`src/rtl/inst_fetch_unit.sv`:
```
// Pipelined instruction fetch: in-order memory requests, fetch queue to decode, flush redirect.
// Optional IF_MISALIGN_TRAP_EN: a misaligned redirect target raises a sticky trap and halts fetch.
module inst_fetch_unit #(
  parameter int                  INST_WIDTH = 32,
  parameter int                  PC_WIDTH   = 32,
  parameter logic [PC_WIDTH-1:0] RESET_PC   = {PC_WIDTH{1'b0}},
  parameter int                  FQ_DEPTH   = 4
) (
  input  logic                  clk,
  input  logic                  reset_n,
  output logic                  imem_req_valid,
  input  logic                  imem_req_ready,
  output logic [PC_WIDTH-1:0]   imem_req_addr,
  input  logic                  imem_rsp_valid,
  input  logic [INST_WIDTH-1:0] imem_rsp_data,
  output logic [INST_WIDTH-1:0] inst,
  output logic [PC_WIDTH-1:0]   inst_pc,
  output logic                  inst_valid,
  input  logic                  inst_ready,
  input  logic                  IF_flush,
  input  logic [PC_WIDTH-1:0]   br_target,
  output logic                  fetch_misalign
);

  localparam int AW = (FQ_DEPTH > 1) ? $clog2(FQ_DEPTH) : 1;
  localparam int CW = AW + 1;
  localparam logic [CW:0]           DEPTH_W = (CW+1)'(FQ_DEPTH);
  localparam logic [INST_WIDTH-1:0] NOP     = INST_WIDTH'(32'h0000_0013);
  localparam logic [PC_WIDTH-1:0]   PC_STEP = PC_WIDTH'(32'd4);

  logic [PC_WIDTH-1:0]   fetch_pc_r;
  logic [PC_WIDTH-1:0]   rsp_pc_r;
  logic [PC_WIDTH-1:0]   q_pc_r   [FQ_DEPTH];
  logic [INST_WIDTH-1:0] q_inst_r [FQ_DEPTH];
  logic [AW-1:0]         rd_ptr_r;
  logic [AW-1:0]         wr_ptr_r;
  logic [CW-1:0]         count_r;
  logic [CW-1:0]         live_cnt_r;
  logic [CW-1:0]         drop_cnt_r;
  logic                  run_r;
  logic                  misalign_r;

  logic [CW:0]           occ_s;
  logic [CW:0]           outst_s;
  logic                  req_valid_s;
  logic                  req_fire_s;
  logic                  rsp_live_s;
  logic                  rsp_drop_s;
  logic                  rsp_enq_s;
  logic                  head_valid_s;
  logic                  pop_s;
  logic [PC_WIDTH-1:0]   target_s;
  logic                  misalign_hit_s;

`ifdef IF_MISALIGN_TRAP_EN
  assign target_s       = br_target;
  assign misalign_hit_s = IF_flush & (br_target[1:0] != 2'b00);
`else
  assign target_s       = br_target & ~PC_WIDTH'(32'd3);
  assign misalign_hit_s = 1'b0;
`endif

  // Queue slots already promised (stored + live in flight) and total requests outstanding
  // both cap issue, so every kept response has a slot and drop_cnt cannot overflow.
  assign occ_s          = {1'b0, count_r} + {1'b0, live_cnt_r};
  assign outst_s        = {1'b0, live_cnt_r} + {1'b0, drop_cnt_r};
  assign req_valid_s    = run_r & ~IF_flush & ~misalign_r & (occ_s < DEPTH_W) & (outst_s < DEPTH_W);
  assign req_fire_s     = req_valid_s & imem_req_ready;
  assign rsp_live_s     = imem_rsp_valid & (drop_cnt_r == {CW{1'b0}});
  assign rsp_drop_s     = imem_rsp_valid & (drop_cnt_r != {CW{1'b0}});
  assign rsp_enq_s      = rsp_live_s & ~IF_flush;
  assign head_valid_s   = (count_r != {CW{1'b0}});
  assign pop_s          = head_valid_s & inst_ready & ~IF_flush;

  assign imem_req_valid = req_valid_s;
  assign imem_req_addr  = fetch_pc_r;
  assign inst_valid     = head_valid_s;
  assign inst           = head_valid_s ? q_inst_r[rd_ptr_r] : NOP;
  assign inst_pc        = head_valid_s ? q_pc_r[rd_ptr_r] : {PC_WIDTH{1'b0}};
  assign fetch_misalign = misalign_r;

  // Fetch/response PCs, queue pointers and outstanding-request bookkeeping.
  always_ff @(posedge clk or negedge reset_n) begin
    if (!reset_n) begin
      fetch_pc_r <= RESET_PC;
      rsp_pc_r   <= RESET_PC;
      rd_ptr_r   <= {AW{1'b0}};
      wr_ptr_r   <= {AW{1'b0}};
      count_r    <= {CW{1'b0}};
      live_cnt_r <= {CW{1'b0}};
      drop_cnt_r <= {CW{1'b0}};
      run_r      <= 1'b0;
      misalign_r <= 1'b0;
    end else begin
      run_r      <= 1'b1;
      misalign_r <= misalign_r | misalign_hit_s;
      if (IF_flush) begin
        fetch_pc_r <= target_s;
        rsp_pc_r   <= target_s;
        rd_ptr_r   <= {AW{1'b0}};
        wr_ptr_r   <= {AW{1'b0}};
        count_r    <= {CW{1'b0}};
        live_cnt_r <= {CW{1'b0}};
        // Whatever response lands now retires one outstanding request, kept or not.
        drop_cnt_r <= drop_cnt_r + live_cnt_r - CW'(imem_rsp_valid);
      end else begin
        if (req_fire_s) begin
          fetch_pc_r <= fetch_pc_r + PC_STEP;
        end
        if (rsp_enq_s) begin
          rsp_pc_r <= rsp_pc_r + PC_STEP;
          wr_ptr_r <= wr_ptr_r + AW'(1'b1);
        end
        if (pop_s) begin
          rd_ptr_r <= rd_ptr_r + AW'(1'b1);
        end
        if (rsp_drop_s) begin
          drop_cnt_r <= drop_cnt_r - CW'(1'b1);
        end
        live_cnt_r <= live_cnt_r + CW'(req_fire_s) - CW'(rsp_enq_s);
        count_r    <= count_r + CW'(rsp_enq_s) - CW'(pop_s);
      end
    end
  end

  // Fetch queue storage: kept responses are written with the PC they were fetched from.
  always_ff @(posedge clk or negedge reset_n) begin
    if (!reset_n) begin
      for (int i = 0; i < FQ_DEPTH; i++) begin
        q_pc_r[i]   <= {PC_WIDTH{1'b0}};
        q_inst_r[i] <= {INST_WIDTH{1'b0}};
      end
    end else if (rsp_enq_s) begin
      q_pc_r[wr_ptr_r]   <= rsp_pc_r;
      q_inst_r[wr_ptr_r] <= imem_rsp_data;
    end
  end

endmodule

```
`config.mk`:
```
export PLATFORM = sky130hd
export DESIGN_NAME = inst_fetch_unit
export DESIGN_NICKNAME = d
export VERILOG_FILES = /design/src/rtl/inst_fetch_unit.sv
export SDC_FILE = /design/constraint.sdc
export NUM_CORES = 1
export LEC_CHECK = 0
export CORE_AREA = 3 3 231 143
export CTS_BUF_LIST = sky130_fd_sc_hd__clkbuf_2 sky130_fd_sc_hd__clkbuf_4 sky130_fd_sc_hd__clkbuf_8
export DETAILED_ROUTE_END_ITERATION = 8
export DIE_AREA = 0 0 234 146
export PLACE_DENSITY = 0.75
export SLEW_MARGIN = 5
export SYNTH_ARGS = -nofsm -noshare
export SYNTH_HDL_FRONTEND = slang
export SYNTH_SLANG_ARGS = --single-unit
```
`constraint.sdc`:
```
create_clock -name clk -period 7.8 [get_ports clk]
set_input_delay 2.34 -clock clk [delete_from_list [all_inputs] [get_ports clk]]
set_output_delay 2.34 -clock clk [all_outputs]
set_load 0.02 [all_outputs]
```
==> impl_metrics.py, run 1 <==
metrics = {
    "outcome": {
        "status": "complete, no violations",
    },
    "synth": {
        "synthAdderAreaFrac": 0.0193,
        "synth_cells": 1135,
        "synth-async-reset-ratio": 1.00,
        "synthMuxAreaShare": 0.276,
        "ys.flop_type": "dfrtp_1",
        "ys_seq_elements": 322,
        "synthDistinctLibCells": 59,
        "synthXorXnorAreaFrac": 0.0278,
        "syn_area_per_cell_sq_um": 13.6,
        "synth-compound-area-share": 0.0352,
        "synth_edf_count": 0,
        "synthSimpleGateAreaFrac": 0.0872,
        "synth_top_family_by_area": "multiplexers",
        "syn_area_sq_um": 15400,
        "ys_seq_area_frac": 0.522,
        "ys_warn_count": 0,
    },
    "cells_and_area": {
        "final_cell_mix": "320 x dfrtp_1, 252 x mux2_2, 159 x clkdlybuf4s50_1",
        "area_growth_pct": 18.9,
        "fin_nets": 1377,
        "drive_above_1_share": 0.334,
        "fillCellCount": 2504,
        "final_common_cell": "dfrtp_1",
    },
    "clock_network": {
        "cts_tree": "built",
        "cts_sinks": 322,
        "ctsResizeCount": 0,
        "cts_setup_buffers": 0,
        "htreeDepth": 2,
        "clockBufferDepth": 3,
        "clk_latency_ns": 0.58,
        "cts_hold_buffers": 0,
        "clockRootBuffer": "clkbuf_8",
        "path_clk_slew_ns": 0.06,
        "cts_buffers": 49,
    },
    "sta": {
        "fin_crit_sh": 0.756,
        "slew_headroom": 0.277,
        "worst_slew_pin_slew_ns": 1.08,
        "drv_slew": 0,
        "hold_violations": 0,
        "period_minus_slack_ns": 5.90,
        "tns_ns": 0,
        "timing.fmax_ghz": 0.170,
        "skew_ns": 0.0200,
        "setup-violations-final": 0,
        "setup_slack_ns": 1.90,
        "rsz0062_at_grt": "no",
    },
    "power": {
        "leakagePower_nw": 8.26,
        "p_per_area_nw_per_um2": 319,
        "peakVddDrop_mv": 0.173,
        "p_total_mw": 5.85,
    },
    "setup_path": {
        "arrival_ns": 3.56,
        "timing.rr.start": "live_cnt_r[1]",
        "startpoint": "IF_flush",
        "start_kind": "input pin",
        "crit_end": "imem_req_valid",
        "critPathKind": "input pin to primary output",
        "r2r_slack_ns": 4.40,
        "regToRegEndpoint": "live_cnt_r[2]",
        "reg2regPathDepth": 12,
        "cp-end-kind": "primary output",
        "crit_fanout": 3,
        "cp.required_ns": 5.46,
    },
    "route": {
        "wl_met1_um": 17400,
        "detail-route-antenna-nets": 0,
        "wl_um": 36100,
        "drt-pass1-iter-count": 5,
        "vias": 9826,
        "wl_per_cell_um": 20.8,
        "highest_layer": "met4",
        "via_per_inst": 5.66,
        "wl_met2_um": 15800,
        "wl_met3_um": 2280,
        "drt-initial-drc-count": 714,
        "drcViolationCount": 0,
    },
    "global_route": {
        "grtUsageTotal": 0.216,
        "grt_pass1_vias": 10400,
        "grt_antenna_before_repair": 1,
        "grt_first_pass_wirelength_um": 58200,
        "overflow": 0,
        "grt_max_degree": 145,
    },
    "floorplanning": {
        "io_pins": 169,
        "start_util": 0.498,
        "die_h_um": 146,
        "dieArea_sq_um": 34200,
        "rows": 50,
        "core_area_sq_um": 31000,
        "die_w_um": 234,
    },
    "job": {
        "drv_cap": 0,
    },
    "place": {
        "numPortBuffers": 161,
        "pre_cts_ws_ns": 1.90,
        "dp_hpwl_um": 22900,
        "gp_congestion": 0.857,
    },
    "hold_path": {
        "hp-class": "flop to flop",
    },
}
-- worst max-delay path, stage by stage --
cell and delay (ns):
buf_2 0.12, nor4_4 0.31, o211a_1 0.19, clkdlybuf4s50_1 0.60
-- Yosys cell counts, types with 16 or more instances --
library cell,count,area (sq um)
mux2_2,252,2840
nand2_1,45,169
inv_1,24,90.1
xor2_1,33,289
nor2_1,25,93.8
clkbuf_1,25,93.8
ha_1,19,238
o21ai_0,40,200
dfrtp_1,322,8060
mux4_2,62,1400
buf_2,37,185
and2_1,62,388
nand4_1,26,163
nand3_1,22,110
xnor2_1,16,140
-- how the worst min path moves through the flow --
stage / from / endpoint / slack [ns] / depth (start not counted)
finish: q_pc_r[72] / q_pc_r[72] / 0.49 / 2
global placement: q_pc_r[104] / q_pc_r[104] / 0.46 / 2
CTS: q_pc_r[40] / q_pc_r[40] / 0.49 / 2
detailed placement: q_pc_r[104] / q_pc_r[104] / 0.48 / 2
floorplan: q_pc_r[40] / q_pc_r[40] / 0.44 / 2
global route: q_pc_r[48] / q_pc_r[48] / 0.51 / 1
-- routing by layer --
layer	track usage	vias to the layer above
met2	0.314	284
met4	0.0529	0
met1	0.333	5074
met3	0.0446	49
li1	-	4419
met5	0	-
-- power breakdown --
group          internal, mW  leakage (nW)  switching [mW]  total (mW)
Combinational          1.11          3.48           0.869        1.97
Sequential             2.06          4.22           0.339        2.40
Clock                 0.828         0.560           0.649        1.48
-- sequential cells by signal, summed over array words and instances (netlist names) --
| signal | count |
|---|---|
| wr_ptr_r | 2 |
| run_r | 1 |
| live_cnt_r | 3 |
| q_inst_r | 128 |
| rsp_pc_r | 30 |
| q_pc_r | 120 |
| drop_cnt_r | 3 |
| imem_req_addr | 30 |
| rd_ptr_r | 2 |
| count_r | 3 |
-- cell families after synthesis --
kind of cell	after synthesis
DFF	322
muxes	317
and+or+nand+nor	233
buffers and inverters	102
AOI/OAI and AO/OA	88
xor gates and xnor gates	49
adders and majority gates	22
other	2
-- metrics by stage --
step,cells,hold slack [ns],cell area (sq um),util
after floorplan,1139,0.445,15400,-
after detailed placement,1650,0.476,17300,0.558
final,1737,0.485,18400,0.593
after global routing,1737,0.510,18400,0.593
after CTS,1736,0.489,18400,0.593
after global placement,1650,0.458,17300,0.558
-- final cells by class --
cell class,instances,area [sq um],area share
sequential,322,8060,0.439
clock inverter,6,35.0,0.00191
multi-input combinational,715,6910,0.376
tap,416,520,0.0284
clock buffer,80,1030,0.0559
timing repair buffer,172,1710,0.0930
antenna,1,2.50,0.000136
inverter,25,93.8,0.00511
(Power assumes the default switching activity.)
==> inputs of run 2 (changes only) <==
--- a/config.mk
+++ b/config.mk
@@ -9,7 +9,7 @@
 export CTS_BUF_LIST = sky130_fd_sc_hd__clkbuf_2 sky130_fd_sc_hd__clkbuf_4 sky130_fd_sc_hd__clkbuf_8
 export DETAILED_ROUTE_END_ITERATION = 8
 export DIE_AREA = 0 0 234 146
-export PLACE_DENSITY = 0.75
+export PLACE_DENSITY = 0.78
 export SLEW_MARGIN = 5
 export SYNTH_ARGS = -nofsm -noshare
 export SYNTH_HDL_FRONTEND = slang
==> constraint.sdc (replaced) <==
create_clock -name clk -period 4.8 [get_ports clk]
set_input_delay 1.44 -clock clk [delete_from_list [all_inputs] [get_ports clk]]
set_output_delay 1.44 -clock clk [all_outputs]
set_load 0.02 [all_outputs]
==> run 2 against run 1 <==
Effect of this change:
- clock-buffer cell count shrank 5
- global-route usage increased by 0.079 points
- register-to-register slack lost 2.7 ns
- non-clock buffer count increased by 12
- total power grew 66%
- via count increased by 1.7%
- combinational power up 70%
- critical path type is now flop to primary output
- highest routed layer unchanged
==> impl_metrics.py, run 2 (synthesis results as in run 1) <==
metrics = {
    "outcome": {
        "status": "complete, no violations",
    },
    "clock_network": {
        "htreeDepth": 2,
        "clockRootBuffer": "clkbuf_8",
        "cts_sinks": 322,
        "cts_tree": "built",
        "clk_latency_ns": 0.58,
        "path_clk_slew_ns": 0.07,
        "cts_buffers": 50,
        "cts_setup_buffers": 0,
        "cts_hold_buffers": 0,
        "ctsResizeCount": 0,
        "clockBufferDepth": 3,
    },
    "route": {
        "drt-initial-drc-count": 750,
        "via_per_inst": 5.73,
        "vias": 9996,
        "drt-pass1-iter-count": 5,
        "wl_um": 36100,
        "wl_per_cell_um": 20.7,
        "drcViolationCount": 0,
        "detail-route-antenna-nets": 0,
    },
    "sta": {
        "rsz0062_at_grt": "no",
        "tns_ns": 0,
        "fin_crit_sh": 0.926,
        "skew_ns": 0.0219,
        "drv_slew": 0,
        "slew_headroom": 0.299,
        "setup-violations-final": 0,
        "period_minus_slack_ns": 4.45,
        "worst_slew_pin_slew_ns": 1.05,
        "timing.fmax_ghz": 0.225,
        "hold_violations": 0,
    },
    "place": {
        "numPortBuffers": 161,
        "dp_hpwl_um": 23500,
        "dp_cells": 1662,
        "gp_congestion": 0.844,
    },
    "setup_path": {
        "critPathKind": "flop to primary output",
        "start_kind": "flop",
        "slowest_stage": "dfrtp_4",
        "crit_path_max_incr_delay_ns": 0.71,
        "arrival_ns": 3.01,
        "cp.required_ns": 3.36,
        "cp_cell_sequence": "buf_4, mux4_2, and2_1, clkdlybuf4s50_1",
        "cp-end-kind": "primary output",
        "crit_fanout": 21,
    },
    "cells_and_area": {
        "final_common_cell": "dfrtp_1",
        "drive_above_1_share": 0.338,
        "final_cell_mix": "320 x dfrtp_1, 252 x mux2_2, 159 x clkdlybuf4s50_1",
        "fin_cells": 1746,
        "largest_register_ffs": 128,
        "top_register": "q_inst_r",
        "fin_util": 0.599,
        "area_growth_pct": 20.2,
        "antenna_cells": 0,
        "fin_nets": 1390,
        "top_regs": "q_inst_r x128, q_pc_r x120",
        "fillCellCount": 2408,
    },
    "power": {
        "leakagePower_nw": 8.37,
        "p_per_area_nw_per_um2": 523,
        "peakVddDrop_mv": 0.259,
    },
    "global_route": {
        "grt_max_degree": 97,
        "grt_first_pass_wirelength_um": 58800,
        "overflow": 0,
        "grtUsageTotal": 0.217,
        "grt_antenna_before_repair": 0,
        "grt_pass1_vias": 10500,
    },
    "floorplanning": {
        "rows": 50,
        "dieArea_sq_um": 34200,
        "start_util": 0.498,
        "core_area_sq_um": 31000,
        "io_pins": 169,
        "die_h_um": 146,
        "die_w_um": 234,
    },
    "job": {
        "drv_cap": 0,
    },
    "hold_path": {
        "hp-class": "flop to flop",
    },
}
[run 2: changes by cell type in the layout (fill, tap and decap cells not counted), sizes merged]
cell	previous run	this run
bufinv	0	3
diode	1	0
inv	25	26
buf	13	25
clkinvlp	2	1
clkbuf	80	75
[run 2: power breakdown]
| group | internal [mW] | switching, mW | total [mW] |
|---|---|---|---|
| logic | 1.86 | 1.50 | 3.35 |
| registers | 3.35 | 0.471 | 3.83 |
| clock network | 1.45 | 1.08 | 2.53 |
| total | 6.66 | 3.05 | 9.71 |
[run 2: metrics by stage]
step	setup WS, ns	power, mW	area, sq um	hold slack [ns]
4_1_cts	0.268	9.80	18600	0.481
5_1_grt	0.151	10.3	18600	0.501
3_5_place_dp	0.624	7.24	17500	0.468
2_1_floorplan	1.13	5.94	15400	0.445
6_report	0.354	9.71	18600	0.483
3_3_place_gp	0.660	7.13	17500	0.458
[run 2: final cells by class]
class,instances,area [sq um],share of cell area
Sequential cell,322,8060,0.434
Timing Repair Buffer,184,1880,0.102
Clock buffer,75,970,0.0522
Inverter,25,93.8,0.00506
Clock inverter,9,126,0.00681
Multi-Input combinational cell,715,6900,0.372
Tap cell,416,520,0.0280
[run 2: final timing paths]
| path | cells after the start | end | startpoint | slack, ns |
|---|---|---|---|---|
| max | 4 | inst[20] | rd_ptr_r[0] | 0.35 |
| min | 2 | q_pc_r[8] | q_pc_r[8] | 0.48 |
| max reg2reg | 12 | live_cnt_r[2] | live_cnt_r[1] | 1.75 |
| min reg2reg | 2 | q_pc_r[8] | q_pc_r[8] | 0.48 |
| max in group asynchronous | 2 | rsp_pc_r[16] | reset_n | 2.99 |
| min in group asynchronous | 1 | q_inst_r[88] | reset_n | 0.87 |
[run 2: worst max-delay path: cells and delay by family, from the launching register on]
kind                   cells  cell delay (ns)
buffers and inverters      2             0.97
multiplexers               1             0.56
AND/OR/NAND/NOR            1             0.18
flip-flops                 1             0.71
[run 2: routing by layer]
metal / share of wire / track usage
met5: 0 / 0
met4: 0.014 / 0.0477
met3: 0.058 / 0.0438
met2: 0.45 / 0.316
met1: 0.48 / 0.335
==> inputs of run 3 (changes only) <==
--- a/config.mk
+++ b/config.mk
@@ -9,6 +9,7 @@
 export CTS_BUF_LIST = sky130_fd_sc_hd__clkbuf_2 sky130_fd_sc_hd__clkbuf_4 sky130_fd_sc_hd__clkbuf_8
 export DETAILED_ROUTE_END_ITERATION = 8
 export DIE_AREA = 0 0 234 146
+export GPL_TIMING_DRIVEN = 0
 export PLACE_DENSITY = 0.78
 export SLEW_MARGIN = 5
 export SYNTH_ARGS = -nofsm -noshare
==> run 3 against run 2 <==
Effect of this change:
- first-iteration DRC count increased by 19%
- clock-buffer cell count increased by 8
- clock power decreased by 2%
- utilization increased by 0.58 points
- cell count increased by 3.5%
- critical endpoint is now inst_pc[28]
==> impl_metrics.py, run 3 (synthesis results as in run 1) <==
metrics = {
    "outcome": {
        "status": "complete, no violations",
    },
    "cells_and_area": {
        "fin_nets": 1443,
        "final_cell_mix": "322 x dfrtp_1, 252 x mux2_2, 159 x clkdlybuf4s50_1",
        "largest_register_ffs": 128,
        "final_common_cell": "dfrtp_1",
        "area_growth_pct": 21.4,
        "drive_above_1_share": 0.345,
        "top_regs": "q_inst_r x128, q_pc_r x120",
        "fin_util": 0.605,
        "top_register": "q_inst_r",
    },
    "clock_network": {
        "htreeDepth": 2,
        "cts_buffers": 49,
        "clockBufferDepth": 3,
        "cts_tree": "built",
        "clk_latency_ns": 0.60,
        "clockRootBuffer": "clkbuf_8",
        "cts_setup_buffers": 0,
        "ctsResizeCount": 0,
        "path_clk_slew_ns": 0.06,
        "cts_sinks": 322,
        "cts_hold_buffers": 0,
    },
    "route": {
        "detail-route-antenna-nets": 0,
        "wl_per_cell_um": 21.0,
        "wl_um": 38000,
        "drt-pass1-iter-count": 8,
        "via_per_inst": 5.68,
        "drcViolationCount": 0,
        "vias": 10300,
        "drt-initial-drc-count": 895,
    },
    "setup_path": {
        "cp.required_ns": 3.36,
        "start_kind": "flop",
        "worst-path-buf-inv": 3,
        "slowest_stage": "buf_1",
        "arrival_ns": 3.23,
        "cp-end-kind": "primary output",
        "r2r_slack_ns": 1.52,
        "crit_path_max_incr_delay_ns": 0.63,
        "cpLargestDelayFamily": "buffers and inverters",
        "crit_fanout": 10,
        "cp_cell_sequence": "clkbuf_1, buf_1, mux4_2, and2_1, clkdlybuf4s50_1",
        "critPathKind": "flop to primary output",
    },
    "floorplanning": {
        "io_pins": 169,
        "start_util": 0.498,
        "dieArea_sq_um": 34200,
        "core_area_sq_um": 31000,
        "die_h_um": 146,
        "die_w_um": 234,
        "rows": 50,
    },
    "sta": {
        "fin_crit_sh": 0.973,
        "skew_ns": 0.0387,
        "timing.fmax_ghz": 0.214,
        "setup-violations-final": 0,
        "rsz0062_at_grt": "no",
        "period_minus_slack_ns": 4.67,
        "worst_slew_pin_slew_ns": 0.914,
        "slew_headroom": 0.385,
        "hold_violations": 0,
        "drv_slew": 0,
    },
    "power": {
        "leakagePower_nw": 8.48,
        "p_total_mw": 9.70,
        "peakVddDrop_mv": 0.282,
        "p_per_area_nw_per_um2": 518,
    },
    "job": {
        "drv_cap": 0,
    },
    "hold_path": {
        "hp-class": "flop to flop",
    },
    "global_route": {
        "overflow": 0,
        "grt_max_degree": 119,
        "grt_pass1_vias": 10500,
        "grtUsageTotal": 0.225,
        "grt_first_pass_wirelength_um": 60300,
        "grt_antenna_before_repair": 2,
    },
    "place": {
        "numPortBuffers": 160,
        "dp_hpwl_um": 26900,
        "gp_congestion": 0.895,
    },
}
## run 3: worst paths after layout
path / from / to / depth (start not counted)
hold reg to reg: q_pc_r[40] / q_pc_r[40] / 2
setup reg to reg: live_cnt_r[1] / live_cnt_r[2] / 14
setup / recovery: rd_ptr_r[1] / inst_pc[28] / 5
max in group asynchronous: reset_n / q_inst_r[5] / 2
hold / removal: q_pc_r[40] / q_pc_r[40] / 2
min in group asynchronous: reset_n / q_inst_r[122] / 1
## run 3: power by group
part / switching, mW / internal, mW / total [mW] / leakage, nW
sequential: 0.426 / 3.35 / 3.78 / 4.23
clock: 1.08 / 1.40 / 2.48 / 0.582
combinational: 1.60 / 1.84 / 3.44 / 3.67
total: 3.11 / 6.59 / 9.70 / 8.48
## run 3: worst reg2reg max path, delay by kind of cell, from the launching register on
family,cells,cell delay [ns]
flip-flops,1,0.48
XOR/XNOR,1,0.17
AND/OR/NAND/NOR,1,0.05
adder cells (fa/ha/maj),4,1.14
buffers and inverters,6,0.66
AO/OA/AOI/OAI,2,0.64
## run 3: cell type report
class	instances	area (sq um)
multi-input combinational	715	6900
clock inverter	7	42.5
timing repair buffer	162	1660
fill	2451	12200
buffer	76	392
antenna	1	2.50
inverter	25	93.8
sequential	322	8060
tap	416	520
clock buffer	83	1070
## run 3: per-layer routing
metal	up-vias	share of wire	track usage
li1	4553	-	-
met1	5324	0.48	0.353
met2	322	0.43	0.318
met3	66	0.068	0.0489
met4	2	0.018	0.0556
met5	-	0.00024	0
## run 3: per-stage QoR
stage                     instance area [sq um]  cells  hold slack (ns)  TNS (ns)  worst slack [ns]
after CTS                                 18700   1806            0.481         0            0.0540
final                                     18700   1807            0.475         0             0.128
after global routing                      18700   1807            0.510         0           0.00111
after global placement                    17600   1715            0.460  -3671.68            -11.44
after floorplan                           15400   1139            0.445         0              1.13
after detailed placement                  17600   1717            0.467         0             0.605
